File: config.mk
export PLATFORM = sky130hd
export DESIGN_NAME = frame_renderer_flat
export DESIGN_NICKNAME = d
export VERILOG_FILES = /design/src/rtl/frame_renderer_if.sv /design/src/rtl/frame_renderer.sv /design/src/flat_wrapper.sv
export SDC_FILE = /design/constraint.sdc
export NUM_CORES = 1
export LEC_CHECK = 0
export BUFFER_PORTS_ARGS = -buffer_cell sky130_fd_sc_hd__clkbuf_2
export CORE_ASPECT_RATIO = 0.9
export CORE_MARGIN = 1
export CORE_UTILIZATION = 57
export DETAILED_ROUTE_END_ITERATION = 8
export PLACE_DENSITY = 0.8
export SYNTH_ARGS = -nofsm -noshare
export SYNTH_HDL_FRONTEND = slang
export SYNTH_SLANG_ARGS = --single-unit
File: constraint.sdc
create_clock -name clk_sys -period 3.6 [get_ports clk_sys]
set_input_delay 0.18 -clock clk_sys [delete_from_list [all_inputs] [get_ports clk_sys]]
set_output_delay 0.18 -clock clk_sys [all_outputs]
set_load 0.01 [all_outputs]
File: src/rtl/frame_renderer_if.sv
// Write port between the frame renderer and the frame buffer: a single
// valid/ready write channel carrying buffer index, linear address and pixel.
interface frame_renderer_if #(
   parameter int ADDR_W = 15,
   parameter int PIX_W  = 8
);
   logic              wr_en;
   logic              wr_ready;
   logic              wr_buf;
   logic [ADDR_W-1:0] wr_addr;
   logic [PIX_W-1:0]  wr_data;

   modport master (
      output wr_en,
      output wr_buf,
      output wr_addr,
      output wr_data,
      input  wr_ready
   );

   modport slave (
      input  wr_en,
      input  wr_buf,
      input  wr_addr,
      input  wr_data,
      output wr_ready
   );
endinterface

File: src/rtl/frame_renderer.sv
// Back-buffer fill engine: one raster scan per start pulse, drawing a solid car
// rectangle over a flat background through a stallable write port.
module frame_renderer #(
   parameter int               FB_W      = 160,
   parameter int               FB_H      = 120,
   parameter int               PIX_W     = 8,
   parameter int               ADDR_W    = 15,
   parameter int               CAR_W     = 16,
   parameter int               CAR_H     = 8,
   parameter logic [PIX_W-1:0] BG_COLOR  = 8'h00,
   parameter logic [PIX_W-1:0] CAR_COLOR = 8'hE0
) (
   input  logic             clk_sys,
   input  logic             srst,
   input  logic             i_start_render,
   input  logic             i_back_sel,
   input  logic [7:0]       i_car_x,
   input  logic [6:0]       i_car_y,
   output logic             o_render_idle,
   output logic             o_frame_done,
   output logic             o_start_dropped,
   frame_renderer_if.master wr
);

   typedef enum logic {S_IDLE, S_FILL} state_t;

   state_t            r_state;
   logic              r_render_idle;
   logic              r_frame_done;
   logic              r_start_dropped;
   logic              r_wr_en;
   logic              r_wr_buf;
   logic [ADDR_W-1:0] r_wr_addr;
   logic [PIX_W-1:0]  r_wr_data;
   logic [7:0]        r_x;
   logic [6:0]        r_y;
   logic [7:0]        r_car_x;
   logic [6:0]        r_car_y;

   logic              w_accept;
   logic              w_last_pix;
   logic [7:0]        w_next_x;
   logic [6:0]        w_next_y;

   // Bounds are widened by one bit so a car near the right/bottom edge clips
   // instead of wrapping back to column/row 0.
   function automatic logic [PIX_W-1:0] pix_color(input logic [7:0] px,
                                                  input logic [6:0] py,
                                                  input logic [7:0] cx,
                                                  input logic [6:0] cy);
      logic [8:0] x_end;
      logic [7:0] y_end;
      logic       in_x;
      logic       in_y;
      x_end = {1'b0, cx} + 9'(CAR_W);
      y_end = {1'b0, cy} + 8'(CAR_H);
      in_x  = (px >= cx) && ({1'b0, px} < x_end);
      in_y  = (py >= cy) && ({1'b0, py} < y_end);
      return (in_x && in_y) ? CAR_COLOR : BG_COLOR;
   endfunction

   // NOTE: every always_comb output gets a value on every path, so no latch.
   always_comb begin
      w_accept   = r_wr_en && wr.wr_ready;
      w_last_pix = (r_x == 8'(FB_W - 1)) && (r_y == 7'(FB_H - 1));
      w_next_x   = r_x + 8'd1;
      w_next_y   = r_y;
      if (r_x == 8'(FB_W - 1)) begin
         w_next_x = '0;
         w_next_y = r_y + 7'd1;
      end
   end

   // NOTE: state is updated only with non-blocking assignments so every
   // register samples pre-edge values regardless of statement order.
   always_ff @(posedge clk_sys or posedge srst) begin
      if (srst) begin
         r_state         <= S_IDLE;
         r_render_idle   <= 1'b1;
         r_frame_done    <= 1'b0;
         r_start_dropped <= 1'b0;
         r_wr_en         <= 1'b0;
         r_wr_buf        <= 1'b0;
         r_wr_addr       <= '0;
         r_wr_data       <= '0;
         r_x             <= '0;
         r_y             <= '0;
         r_car_x         <= '0;
         r_car_y         <= '0;
      end else begin
         r_frame_done    <= 1'b0;
         r_start_dropped <= 1'b0;
         case (r_state)
            S_IDLE: begin
               if (i_start_render) begin
                  r_state       <= S_FILL;
                  r_render_idle <= 1'b0;
                  r_wr_en       <= 1'b1;
                  r_wr_buf      <= i_back_sel;
                  r_car_x       <= i_car_x;
                  r_car_y       <= i_car_y;
                  r_x           <= '0;
                  r_y           <= '0;
                  r_wr_addr     <= '0;
                  // First pixel colour must use the position being latched now.
                  r_wr_data     <= pix_color(8'd0, 7'd0, i_car_x, i_car_y);
               end
            end
            S_FILL: begin
               if (i_start_render) r_start_dropped <= 1'b1;
               if (w_accept) begin
                  if (w_last_pix) begin
                     r_state       <= S_IDLE;
                     r_render_idle <= 1'b1;
                     r_wr_en       <= 1'b0;
                     r_frame_done  <= 1'b1;
                  end else begin
                     r_x       <= w_next_x;
                     r_y       <= w_next_y;
                     r_wr_addr <= r_wr_addr + ADDR_W'(1);
                     r_wr_data <= pix_color(w_next_x, w_next_y, r_car_x, r_car_y);
                  end
               end
            end
            default: r_state <= S_IDLE;
         endcase
      end
   end

   assign o_render_idle   = r_render_idle;
   assign o_frame_done    = r_frame_done;
   assign o_start_dropped = r_start_dropped;
   assign wr.wr_en        = r_wr_en;
   assign wr.wr_buf       = r_wr_buf;
   assign wr.wr_addr      = r_wr_addr;
   assign wr.wr_data      = r_wr_data;

endmodule

File: src/flat_wrapper.sv
// flat-port wrapper written by rule: the top's interface ports become plain ports
module frame_renderer_flat 
#(
   parameter int               FB_W      = 160,
   parameter int               FB_H      = 120,
   parameter int               PIX_W     = 8,
   parameter int               ADDR_W    = 15,
   parameter int               CAR_W     = 16,
   parameter int               CAR_H     = 8,
   parameter logic [PIX_W-1:0] BG_COLOR  = 8'h00,
   parameter logic [PIX_W-1:0] CAR_COLOR = 8'hE0
)
  (clk_sys, srst, i_start_render, i_back_sel, i_car_x, i_car_y, o_render_idle, o_frame_done, o_start_dropped, wr_wr_en, wr_wr_buf, wr_wr_addr, wr_wr_data, wr_wr_ready);
  frame_renderer_if #(.ADDR_W(ADDR_W), .PIX_W(PIX_W)) wr_i ();
  input  logic clk_sys;
  input  logic srst;
  input  logic i_start_render;
  input  logic i_back_sel;
  input  logic [7:0] i_car_x;
  input  logic [6:0] i_car_y;
  output logic o_render_idle;
  output logic o_frame_done;
  output logic o_start_dropped;
  output wire logic [$bits(wr_i.wr_en)-1:0] wr_wr_en;
  output wire logic [$bits(wr_i.wr_buf)-1:0] wr_wr_buf;
  output wire logic [$bits(wr_i.wr_addr)-1:0] wr_wr_addr;
  output wire logic [$bits(wr_i.wr_data)-1:0] wr_wr_data;
  input wire logic [$bits(wr_i.wr_ready)-1:0] wr_wr_ready;
  assign wr_wr_en = wr_i.wr_en;
  assign wr_wr_buf = wr_i.wr_buf;
  assign wr_wr_addr = wr_i.wr_addr;
  assign wr_wr_data = wr_i.wr_data;
  assign wr_i.wr_ready = wr_wr_ready;
  frame_renderer #(.FB_W(FB_W), .FB_H(FB_H), .PIX_W(PIX_W), .ADDR_W(ADDR_W), .CAR_W(CAR_W), .CAR_H(CAR_H), .BG_COLOR(BG_COLOR), .CAR_COLOR(CAR_COLOR)) u_core (.clk_sys(clk_sys), .srst(srst), .i_start_render(i_start_render), .i_back_sel(i_back_sel), .i_car_x(i_car_x), .i_car_y(i_car_y), .o_render_idle(o_render_idle), .o_frame_done(o_frame_done), .o_start_dropped(o_start_dropped), .wr(wr_i));
endmodule
==> impl_metrics.json, run 1 <==
{
  "maxSlewViolCount": 0,
  "fp.dieArea_um2": 6070,
  "final-setup-viol-count": 0,
  "post-synth-top-count-cell": "sky130_fd_sc_hd__nand2_1",
  "tritoncts_num_sinks": 52,
  "postCtsSetupBuffers": 0,
  "grt_overflow": 0,
  "netlist-cell-type-count": 50,
  "route.antenna.remaining_nets": 0,
  "post_drt_via_cell_ratio": 5.68,
  "power_density_nw_per_um2": 403,
  "timing.critical_path.required_ps": 3830,
  "ys_seq_elements": 52,
  "drt_iter0_markers": 209,
  "p_leak_uw": 0.00182,
  "clockBufferDepth": 2,
  "synth_flop_cell": "sky130_fd_sc_hd__dfrtp_1",
  "drv.max_cap_violation_count": 0,
  "postCtsHoldBufs": 0,
  "grt_antenna_before_repair": 0,
  "finalClockSkew_ps": 4.48,
  "hold_violations": 0,
  "route.detailed.drc": 0,
  "timing.critical_path.to_type": "flip-flop",
  "die_outline_height_um": 74.0,
  "place_area_um2": 3510,
  "use_met2_pct": 39.7,
  "clk_root_buffer_cell": "sky130_fd_sc_hd__clkbuf_8",
  "slew_headroom_pct": 55.7,
  "numPortBuffers": 42,
  "timing.hold.ws_ps": 27.7,
  "async_sr_flop_fraction_pct": 100,
  "gr-max-usage-layer": "met2",
  "layout-drive-gt1-share_pct": 15.9,
  "number_of_i_o_pins": 48,
  "diodes": 0,
  "rows": 25,
  "most_frequent_cell_on_critical_path": "sky130_fd_sc_hd__nand4_1",
  "synth.yosys.seq_area_share_pct": 39.7,
  "synth_common_cells": "56 x sky130_fd_sc_hd__nand2_1, 51 x sky130_fd_sc_hd__dfrtp_1, 32 x sky130_fd_sc_hd__ha_1",
  "initial_core_util_pct": 60.6,
  "synth.top_cell.area_share_pct": 38.9,
  "maximum_vdd_ir_drop_mv": 0.273,
  "tightest_slew_ps": 665,
  "synth_largest_area_cell": "sky130_fd_sc_hd__dfrtp_1",
  "grt_pass1_wl_mm": 11.7,
  "syn-cell-area_um2": 3280,
  "synthCells": 368,
  "worstPathArrival_ps": 3290,
  "synthToLayoutAreaGrowth_pct": 9.65,
  "synth.top_cells.by_area": "sky130_fd_sc_hd__dfrtp_1 39%, sky130_fd_sc_hd__ha_1 12%, sky130_fd_sc_hd__nand2_1 6.4%",
  "cts.repair.resized": 0,
  "synthesis.area_per_instance_um2": 8.92,
  "crit_path_max_incr_delay_ps": 410,
  "grt_pass1_vias": 2571,
  "worst_path_max_delay_cell": "sky130_fd_sc_hd__dfrtp_1",
  "cts_buffers": 5,
  "yosys_warnings": 0,
  "final_period_minus_worst_setup_slack_ps": 3060,
  "gp_congestion": 0.946,
  "critical_path_cell_list": "ha_1 > nand4_1 > nor2_1 > buf_4 > nand4_1 > nor2_1 > xor2_1 > ha_1 > a21oi_1 > o22ai_1 > nor4_1 > nand4_1 > a31oi_1",
  "timing.setup.critical_path_class": "reg -> reg",
  "worst_skew_pair.late_latency_ps": 300,
  "fin_crit_sh_pct": 85.1,
  "status": "complete, no violations",
  "cts_tree": "built",
  "start_kind": "flip-flop",
  "gr-usage-met1_pct": 36.7,
  "post_synth_edffs": 0,
  "routed_wire_length_per_instance_um": 14.6,
  "finalSetupTns_ps": 0,
  "global_route.usage.total_pct": 25.5,
  "p_total_uw": 1450,
  "grt_use_met3_pct": 4.05,
  "clock_tree.htree_level_count": 2,
  "maximum_number_of_pins_on_one_net_before_global_route_repair": 53,
  "design_area_um2": 3600,
  "core_region_area_um2": 5410,
  "reg2reg_depth": 13,
  "timing.critical_path.fanout_max": 12,
  "drt-total-wl_mm": 6.93,
  "vias": 2706,
  "clk_pin_slew_worst_paths_ps": 90,
  "finalNetCount": 460,
  "rsz0062_at_grt": "false",
  "post-dp-hpwl_mm": 5.25,
  "die_width_um": 82.0,
  "fmaxAchievable_ghz": 0.327,
  "drt_pre_antenna_iters": 5,
  "hp-class": "in -> async"
}
==> cell type report <==
| cell class | count | area, um2 |
|---|---|---|
| Multi-Input combinational cell | 277 | 1780 |
| Sequential cell | 52 | 1300 |
| Tap cell | 67 | 83.8 |
| Clock buffer | 8 | 90.1 |
| Timing Repair Buffer | 47 | 248 |
| Fill cell | 440 | 1810 |
| Inverter | 25 | 93.8 |
==> path summary, 6_finish.rpt <==
check / start / to / slack [ps]
worst max-delay path: u_core.r_x[0] / u_core.wr.wr_data[6] / 540
worst min-delay path: srst / u_core.o_frame_done / 30
worst max register to register: u_core.r_x[0] / u_core.wr.wr_data[6] / 540
worst min register to register: u_core.o_render_idle / u_core.o_render_idle / 460
max in group asynchronous: srst / u_core.r_x[4] / 3120
min in group clk_sys: i_back_sel / u_core.wr.wr_buf / 70
==> kinds of logic (layout without fill, tap and decap cells) <==
family / count (synthesis) / after routing / share of synthesized area, %
mux: 1 / 1 / 0.343
simple gates: 151 / 151 / 22.6
buf+inv: 43 / 80 / 6.60
compound gates: 62 / 62 / 11.5
other cells: 1 / 5 / 0.114
fa+ha+maj: 32 / 32 / 12.2
xor+xnor: 26 / 26 / 6.94
flops: 52 / 52 / 39.7
==> layer usage <==
layer  vias to the layer above  wire, um  share of wire [%]
li1                       1335         -                  -
met3                         9       389                5.6
met4                         0        89                1.3
met1                      1284      3320                 48
met2                        78      3130                 45
met5                         -         0                  0
==> where the power goes <==
group	internal, uW	switching, uW	total (uW)
clock	157	185	342
combinational	160	222	382
sequential	652	73.9	726
total	969	481	1450
==> worst max-delay path, delay by kind of cell, from the launching register on <==
family          cells  cell delay (ps)
compound gates      3              380
simple gates        6             1190
flops               1              410
xor+xnor            1              270
buf+inv             1              190
fa+ha+maj           2              560
==> stage by stage <==
step           instances  setup slack (ps)  util (%)
2_1_floorplan        372              1030         -
4_1_cts              476               574      66.5
6_report             476               538      66.5
3_3_place_gp         468               742      64.8
3_5_place_dp         468               598      64.8
5_1_grt              476               183      66.5
==> placed cells by master, fill, tap and decap left out, types with 2 or more instances in the layout <==
cell type,instances
sky130_fd_sc_hd__o21ai_0,27
sky130_fd_sc_hd__nor4_1,2
sky130_fd_sc_hd__nor3_1,5
sky130_fd_sc_hd__o31ai_1,5
sky130_fd_sc_hd__or2_2,2
sky130_fd_sc_hd__nor2b_1,3
sky130_fd_sc_hd__and3_1,3
sky130_fd_sc_hd__dfrtp_1,51
sky130_fd_sc_hd__a41oi_1,2
sky130_fd_sc_hd__buf_4,5
sky130_fd_sc_hd__o22ai_1,2
sky130_fd_sc_hd__clkbuf_1,2
sky130_fd_sc_hd__nand2b_1,3
sky130_fd_sc_hd__a211oi_1,2
sky130_fd_sc_hd__a21oi_1,9
sky130_fd_sc_hd__and2_1,2
sky130_fd_sc_hd__ha_1,32
sky130_fd_sc_hd__xnor2_1,17
sky130_fd_sc_hd__o211ai_1,3
sky130_fd_sc_hd__xor2_1,9
sky130_fd_sc_hd__a21o_1,3
sky130_fd_sc_hd__a31oi_1,2
sky130_fd_sc_hd__inv_1,24
sky130_fd_sc_hd__nand2_1,56
sky130_fd_sc_hd__clkbuf_2,42
sky130_fd_sc_hd__nor2_1,31
sky130_fd_sc_hd__nand3_1,22
sky130_fd_sc_hd__nand4_1,10
sky130_fd_sc_hd__and4_1,2
sky130_fd_sc_hd__clkbuf_8,6
sky130_fd_sc_hd__conb_1,5
==> flip-flops by register name (all words and copies together), names as in the netlist <==
| name | count |
|---|---|
| u_core.o_start_dropped | 1 |
| u_core.wr.wr_addr | 15 |
| u_core.o_render_idle | 1 |
| u_core.o_frame_done | 1 |
| u_core.r_car_x | 8 |
| u_core.wr.wr_en | 1 |
| u_core.r_y | 7 |
| u_core.r_car_y | 7 |
| u_core.wr.wr_buf | 1 |
| u_core.r_state | 1 |
| u_core.wr.wr_data | 1 |
| u_core.r_x | 8 |
(Power assumes the default switching activity.)
==> run 2, diff against run 1 <==
--- a/config.mk
+++ b/config.mk
@@ -6,11 +6,13 @@
 export NUM_CORES = 1
 export LEC_CHECK = 0
 export BUFFER_PORTS_ARGS = -buffer_cell sky130_fd_sc_hd__clkbuf_2
+export CELL_PAD_IN_SITES_DETAIL_PLACEMENT = 0
+export CELL_PAD_IN_SITES_GLOBAL_PLACEMENT = 1
 export CORE_ASPECT_RATIO = 0.9
 export CORE_MARGIN = 1
-export CORE_UTILIZATION = 57
+export CORE_UTILIZATION = 44
 export DETAILED_ROUTE_END_ITERATION = 8
-export PLACE_DENSITY = 0.8
+export PLACE_DENSITY = 0.86
 export SYNTH_ARGS = -nofsm -noshare
 export SYNTH_HDL_FRONTEND = slang
 export SYNTH_SLANG_ARGS = --single-unit
==> impl_metrics.json, run 2 (same netlist as run 1, synthesis figures left out) <==
{
  "p_comb_share_pct": 25.7,
  "fp.dieArea_um2": 7810,
  "drt_iter0_markers": 105,
  "clk_root_buffer_cell": "sky130_fd_sc_hd__clkbuf_8",
  "timing.critical_path.to_type": "flip-flop",
  "fin_crit_sh_pct": 85.6,
  "maximum_vdd_ir_drop_mv": 0.251,
  "tightest_slew_ps": 1110,
  "critical_path_cell_list": "ha_1 > nand4_1 > nor3_1 > nand2_1 > xnor2_1 > ha_1 > a2111oi_0 > o21ai_0 > nand4_1 > a31oi_1",
  "final-setup-viol-count": 0,
  "die_outline_height_um": 83.9,
  "largest_register_ffs": 15,
  "power_density_nw_per_um2": 400,
  "grt_pass1_vias": 2566,
  "grt_pass1_wl_mm": 12.2,
  "drt_pre_antenna_iters": 6,
  "rows": 29,
  "filler_cell_count": 727,
  "status": "complete, no violations",
  "vias": 2623,
  "timing.critical_path.fanout_max": 5,
  "fmaxAchievable_ghz": 0.324,
  "clk_pin_slew_worst_paths_ps": 100,
  "worstPathArrival_ps": 3260,
  "start_kind": "flip-flop",
  "worst_path_max_delay_cell": "sky130_fd_sc_hd__nor3_1",
  "finalSetupTns_ps": 0,
  "postCtsHoldBufs": 0,
  "maxSlewViolCount": 0,
  "cts_buffers": 5,
  "drt-total-wl_mm": 7.06,
  "drv.max_cap_violation_count": 0,
  "p_int_uw": 949,
  "gp_congestion": 0.898,
  "worst_skew_pair.late_latency_ps": 310,
  "crit_path_max_incr_delay_ps": 530,
  "clock_power_share_pct": 24.0,
  "p_leak_uw": 0.00181,
  "multi_input_area_um2": 1780,
  "numPortBuffers": 42,
  "rsz0062_at_grt": "false",
  "commonest_non_fill_non_tap_cell_in_the_layout": "sky130_fd_sc_hd__nand2_1",
  "finalClockSkew_ps": 9.64,
  "slew_headroom_pct": 26.2,
  "tritoncts_num_sinks": 52,
  "layout-drive-gt1-share_pct": 16.0,
  "cts.repair.resized": 0,
  "clock_tree.htree_level_count": 2,
  "core_region_area_um2": 7150,
  "number_of_i_o_pins": 48,
  "net-switching-power_uw": 498,
  "synthToLayoutAreaGrowth_pct": 10.3,
  "final_util_pct": 50.6,
  "post-dp-hpwl_mm": 5.33,
  "switching_share_pct": 34.4,
  "route.detailed.drc": 0,
  "post_drt_via_cell_ratio": 5.25,
  "die_width_um": 93.0,
  "initial_core_util_pct": 45.9,
  "hp-class": "in -> reg",
  "hold_violations": 0,
  "cts_tree": "built",
  "route.antenna.remaining_nets": 0,
  "p_total_uw": 1450,
  "routed_wire_length_per_instance_um": 14.1,
  "global_route.usage.total_pct": 19.7,
  "layout.area.seq_um2": 1300,
  "timing.critical_path.required_ps": 3780,
  "finalNetCount": 458,
  "maximum_number_of_pins_on_one_net_before_global_route_repair": 53,
  "place_area_um2": 3530,
  "postCtsSetupBuffers": 0,
  "clockBufferDepth": 2,
  "grt_overflow": 0,
  "seq_power_share_pct": 50.2,
  "most_frequent_cells_in_the_layout": "56 x sky130_fd_sc_hd__nand2_1, 51 x sky130_fd_sc_hd__dfrtp_1, 42 x sky130_fd_sc_hd__clkbuf_2, 32 x sky130_fd_sc_hd__ha_1, 31 x sky130_fd_sc_hd__nor2_1",
  "design_area_um2": 3620,
  "final_period_minus_worst_setup_slack_ps": 3080,
  "grt_antenna_before_repair": 0,
  "timing.setup.critical_path_class": "reg -> reg",
  "diodes": 0
}
==> run 2: final timing paths <==
path | start | to | slack, ps | cells past startpoint
max in group asynchronous | srst | u_core.r_y[0] | 2780 | 2
setup reg to reg | u_core.r_x[0] | u_core.wr.wr_data[6] | 520 | 10
min in group asynchronous | srst | u_core.r_y[6] | 120 | 2
setup / recovery | u_core.r_x[0] | u_core.wr.wr_data[6] | 520 | 10
hold / removal | i_back_sel | u_core.wr.wr_buf | 60 | 3
hold reg to reg | u_core.o_render_idle | u_core.o_render_idle | 480 | 2
==> run 2: metal layers <==
metal / wire length [um] / global-route usage, % / vias up
li1: - / - / 1329
met1: 3640 / 28.5 / 1249
met2: 3180 / 31.1 / 39
met3: 183 / 3.01 / 6
met4: 55 / 3.78 / 0
met5: 0 / 0 / -
==> run 2: worst max-delay path, delay by kind of cell, from the launching register on <==
kind / cells / cell delay [ps]
XOR/XNOR: 1 / 260
adder cells (fa/ha/maj): 2 / 560
AND/OR/NAND/NOR: 4 / 1060
flip-flops: 1 / 410
AO/OA/AOI/OAI: 3 / 660
==> run 2: layout make-up <==
class | instances | share of cell area (%)
multi-input combinational | 277 | 49.2
sequential | 52 | 36.0
timing repair buffer | 45 | 6.43
tap | 93 | 3.22
inverter | 25 | 2.59
clock buffer | 5 | 1.90
clock inverter | 3 | 0.657
==> run 2: stage by stage <==
| step | setup WS [ps] | cells | hold WS [ps] |
|---|---|---|---|
| after floorplan | 1030 | 372 | 285 |
| after global placement | 692 | 492 | 373 |
| after detailed placement | 541 | 492 | 376 |
| after CTS | 517 | 500 | 58.9 |
| after global routing | 301 | 500 | 81.6 |
| final | 518 | 500 | 55.6 |
==> run 2: power groups by stage <==
stage	combinational [uW]	sequential, uW	clock [uW]
2_1_floorplan	263	736	0
4_1_cts	379	727	357
3_5_place_dp	376	739	0
6_report	372	727	348
3_3_place_gp	365	735	0
5_1_grt	431	742	382
==> run 3, diff against run 2 <==
--- a/config.mk
+++ b/config.mk
@@ -6,13 +6,13 @@
 export NUM_CORES = 1
 export LEC_CHECK = 0
 export BUFFER_PORTS_ARGS = -buffer_cell sky130_fd_sc_hd__clkbuf_2
-export CELL_PAD_IN_SITES_DETAIL_PLACEMENT = 0
-export CELL_PAD_IN_SITES_GLOBAL_PLACEMENT = 1
+export CELL_PAD_IN_SITES_DETAIL_PLACEMENT = 1
+export CELL_PAD_IN_SITES_GLOBAL_PLACEMENT = 2
 export CORE_ASPECT_RATIO = 0.9
 export CORE_MARGIN = 1
-export CORE_UTILIZATION = 44
+export CORE_UTILIZATION = 35
 export DETAILED_ROUTE_END_ITERATION = 8
-export PLACE_DENSITY = 0.86
+export PLACE_DENSITY = 0.85
 export SYNTH_ARGS = -nofsm -noshare
 export SYNTH_HDL_FRONTEND = slang
 export SYNTH_SLANG_ARGS = --single-unit
==> impl_metrics.json, run 3 (same netlist as run 1, synthesis figures left out) <==
{
  "status": "complete, no violations",
  "finalSetupTns_ps": 0,
  "postCtsSetupBuffers": 0,
  "timing.critical_path.fanout_max": 5,
  "drt_pre_antenna_iters": 4,
  "timing.critical_path.required_ps": 3790,
  "clk_root_buffer_cell": "sky130_fd_sc_hd__clkbuf_8",
  "post-route-worst-setup-slack_ps": 597,
  "timing.setup.critical_path_class": "reg -> reg",
  "clockBufferDepth": 2,
  "die_outline_height_um": 93.9,
  "synthToLayoutAreaGrowth_pct": 11.9,
  "drv.max_cap_violation_count": 0,
  "layout-drive-gt1-share_pct": 16.1,
  "final-setup-viol-count": 0,
  "hp-class": "in -> reg",
  "maximum_number_of_pins_on_one_net_before_global_route_repair": 33,
  "cts.repair.resized": 0,
  "p_leak_uw": 0.00182,
  "rows": 33,
  "maximum_vdd_ir_drop_mv": 0.172,
  "most_frequent_cells_in_the_layout": "56 x sky130_fd_sc_hd__nand2_1, 51 x sky130_fd_sc_hd__dfrtp_1, 42 x sky130_fd_sc_hd__clkbuf_2, 32 x sky130_fd_sc_hd__ha_1, 31 x sky130_fd_sc_hd__nor2_1",
  "timing.critical_path.to_type": "flip-flop",
  "fin_crit_sh_pct": 83.4,
  "fmaxAchievable_ghz": 0.333,
  "finalClockSkew_ps": 15.2,
  "cts_tree": "built",
  "grt_overflow": 0,
  "hold_violations": 0,
  "post_drt_via_cell_ratio": 5.10,
  "grt_pass1_wl_mm": 13.7,
  "fp.dieArea_um2": 9770,
  "die_width_um": 104,
  "global_route.usage.total_pct": 17.8,
  "final_period_minus_worst_setup_slack_ps": 3000,
  "clk_pin_slew_worst_paths_ps": 100,
  "grt_pass1_vias": 2725,
  "gp_congestion": 0.831,
  "start_kind": "flip-flop",
  "commonest_non_fill_non_tap_cell_in_the_layout": "sky130_fd_sc_hd__nand2_1",
  "core_region_area_um2": 9130,
  "tightest_slew_ps": 808,
  "dp.cells": 522,
  "grt_antenna_before_repair": 0,
  "drt_iter0_markers": 71,
  "post-dp-hpwl_mm": 6.24,
  "slew_headroom_pct": 46.1,
  "timing.hold.ws_ps": 74.0,
  "maxSlewViolCount": 0,
  "power_density_nw_per_um2": 399,
  "worstPathArrival_ps": 3190,
  "diodes": 0,
  "pre_cts_ws_ps": 609,
  "cts_buffers": 5,
  "routed_wire_length_per_instance_um": 15.3,
  "worst_skew_pair.late_latency_ps": 310,
  "tritoncts_num_sinks": 52,
  "postCtsHoldBufs": 1,
  "design_area_um2": 3670,
  "finalNetCount": 460,
  "numPortBuffers": 42,
  "clock_tree.htree_level_count": 2,
  "initial_core_util_pct": 36.0,
  "route.antenna.remaining_nets": 0,
  "rsz0062_at_grt": "false",
  "vias": 2707,
  "number_of_i_o_pins": 48,
  "route.detailed.drc": 0,
  "post_layout_nonfiller_instances": 531,
  "filler_cell_count": 1114,
  "drt-total-wl_mm": 8.13,
  "place_area_um2": 3570,
  "largest_register_ffs": 15
}
[run 3: cell types whose count changed in the layout (fill, tap and decap cells not counted)]
| cell | before | now |
|---|---|---|
| sky130_fd_sc_hd__dlygate4sd3_1 | 0 | 1 |
| sky130_fd_sc_hd__buf_4 | 3 | 4 |
[run 3: path summary, 6_finish.rpt]
| path | start | depth (start not counted) | slack [ps] | endpoint |
|---|---|---|---|---|
| setup reg to reg | u_core.r_x[0] | 10 | 600 | u_core.wr.wr_data[6] |
| setup / recovery | u_core.r_x[0] | 10 | 600 | u_core.wr.wr_data[6] |
| hold / removal | i_back_sel | 3 | 70 | u_core.wr.wr_buf |
| min in group asynchronous | srst | 3 | 500 | u_core.wr.wr_addr[6] |
| max in group asynchronous | srst | 4 | 2330 | u_core.r_car_x[4] |
| hold reg to reg | u_core.wr.wr_buf | 2 | 490 | u_core.wr.wr_buf |
[run 3: area by class of cell]
type                    count  area (um2)  area share [%]
flip-flops and latches     52        1300            35.5
clock inverters             3        23.8           0.647
repair buffers             47         250            6.81
clock buffers               5        68.8            1.87
inverters                  25        93.8            2.56
well taps                 122         153            4.16
multi-input cells         277        1780            48.5
[run 3: critical path, stage by stage, from the launching register on]
cell and delay, ps:
sky130_fd_sc_hd__dfrtp_1 410, sky130_fd_sc_hd__ha_1 270, sky130_fd_sc_hd__nand4_1 270, sky130_fd_sc_hd__nor3_1 510
sky130_fd_sc_hd__nand2_1 190, sky130_fd_sc_hd__xnor2_1 230, sky130_fd_sc_hd__ha_1 280, sky130_fd_sc_hd__a2111oi_0 400
sky130_fd_sc_hd__o21ai_0 150, sky130_fd_sc_hd__nand4_1 100, sky130_fd_sc_hd__a31oi_1 70
[run 3: power by group]
part,internal [uW],switching [uW]
logic,162,226
registers,652,76.1
clock network,138,211
[run 3: stage by stage]
stage,util [%],power [uW]
final,40.2,1460
after global routing,40.2,1580
after CTS,40.2,1490
after detailed placement,39.1,1130
after global placement,39.1,1110
after floorplan,-,999
[run 3: per-layer routing]
metal | track usage [%] | part of all wire, % | routed length [um]
met5 | 0 | 0 | 0
met1 | 24.3 | 50 | 4040
met4 | 3.10 | 0.52 | 42
met3 | 2.70 | 2.3 | 183
met2 | 30.4 | 48 | 3870
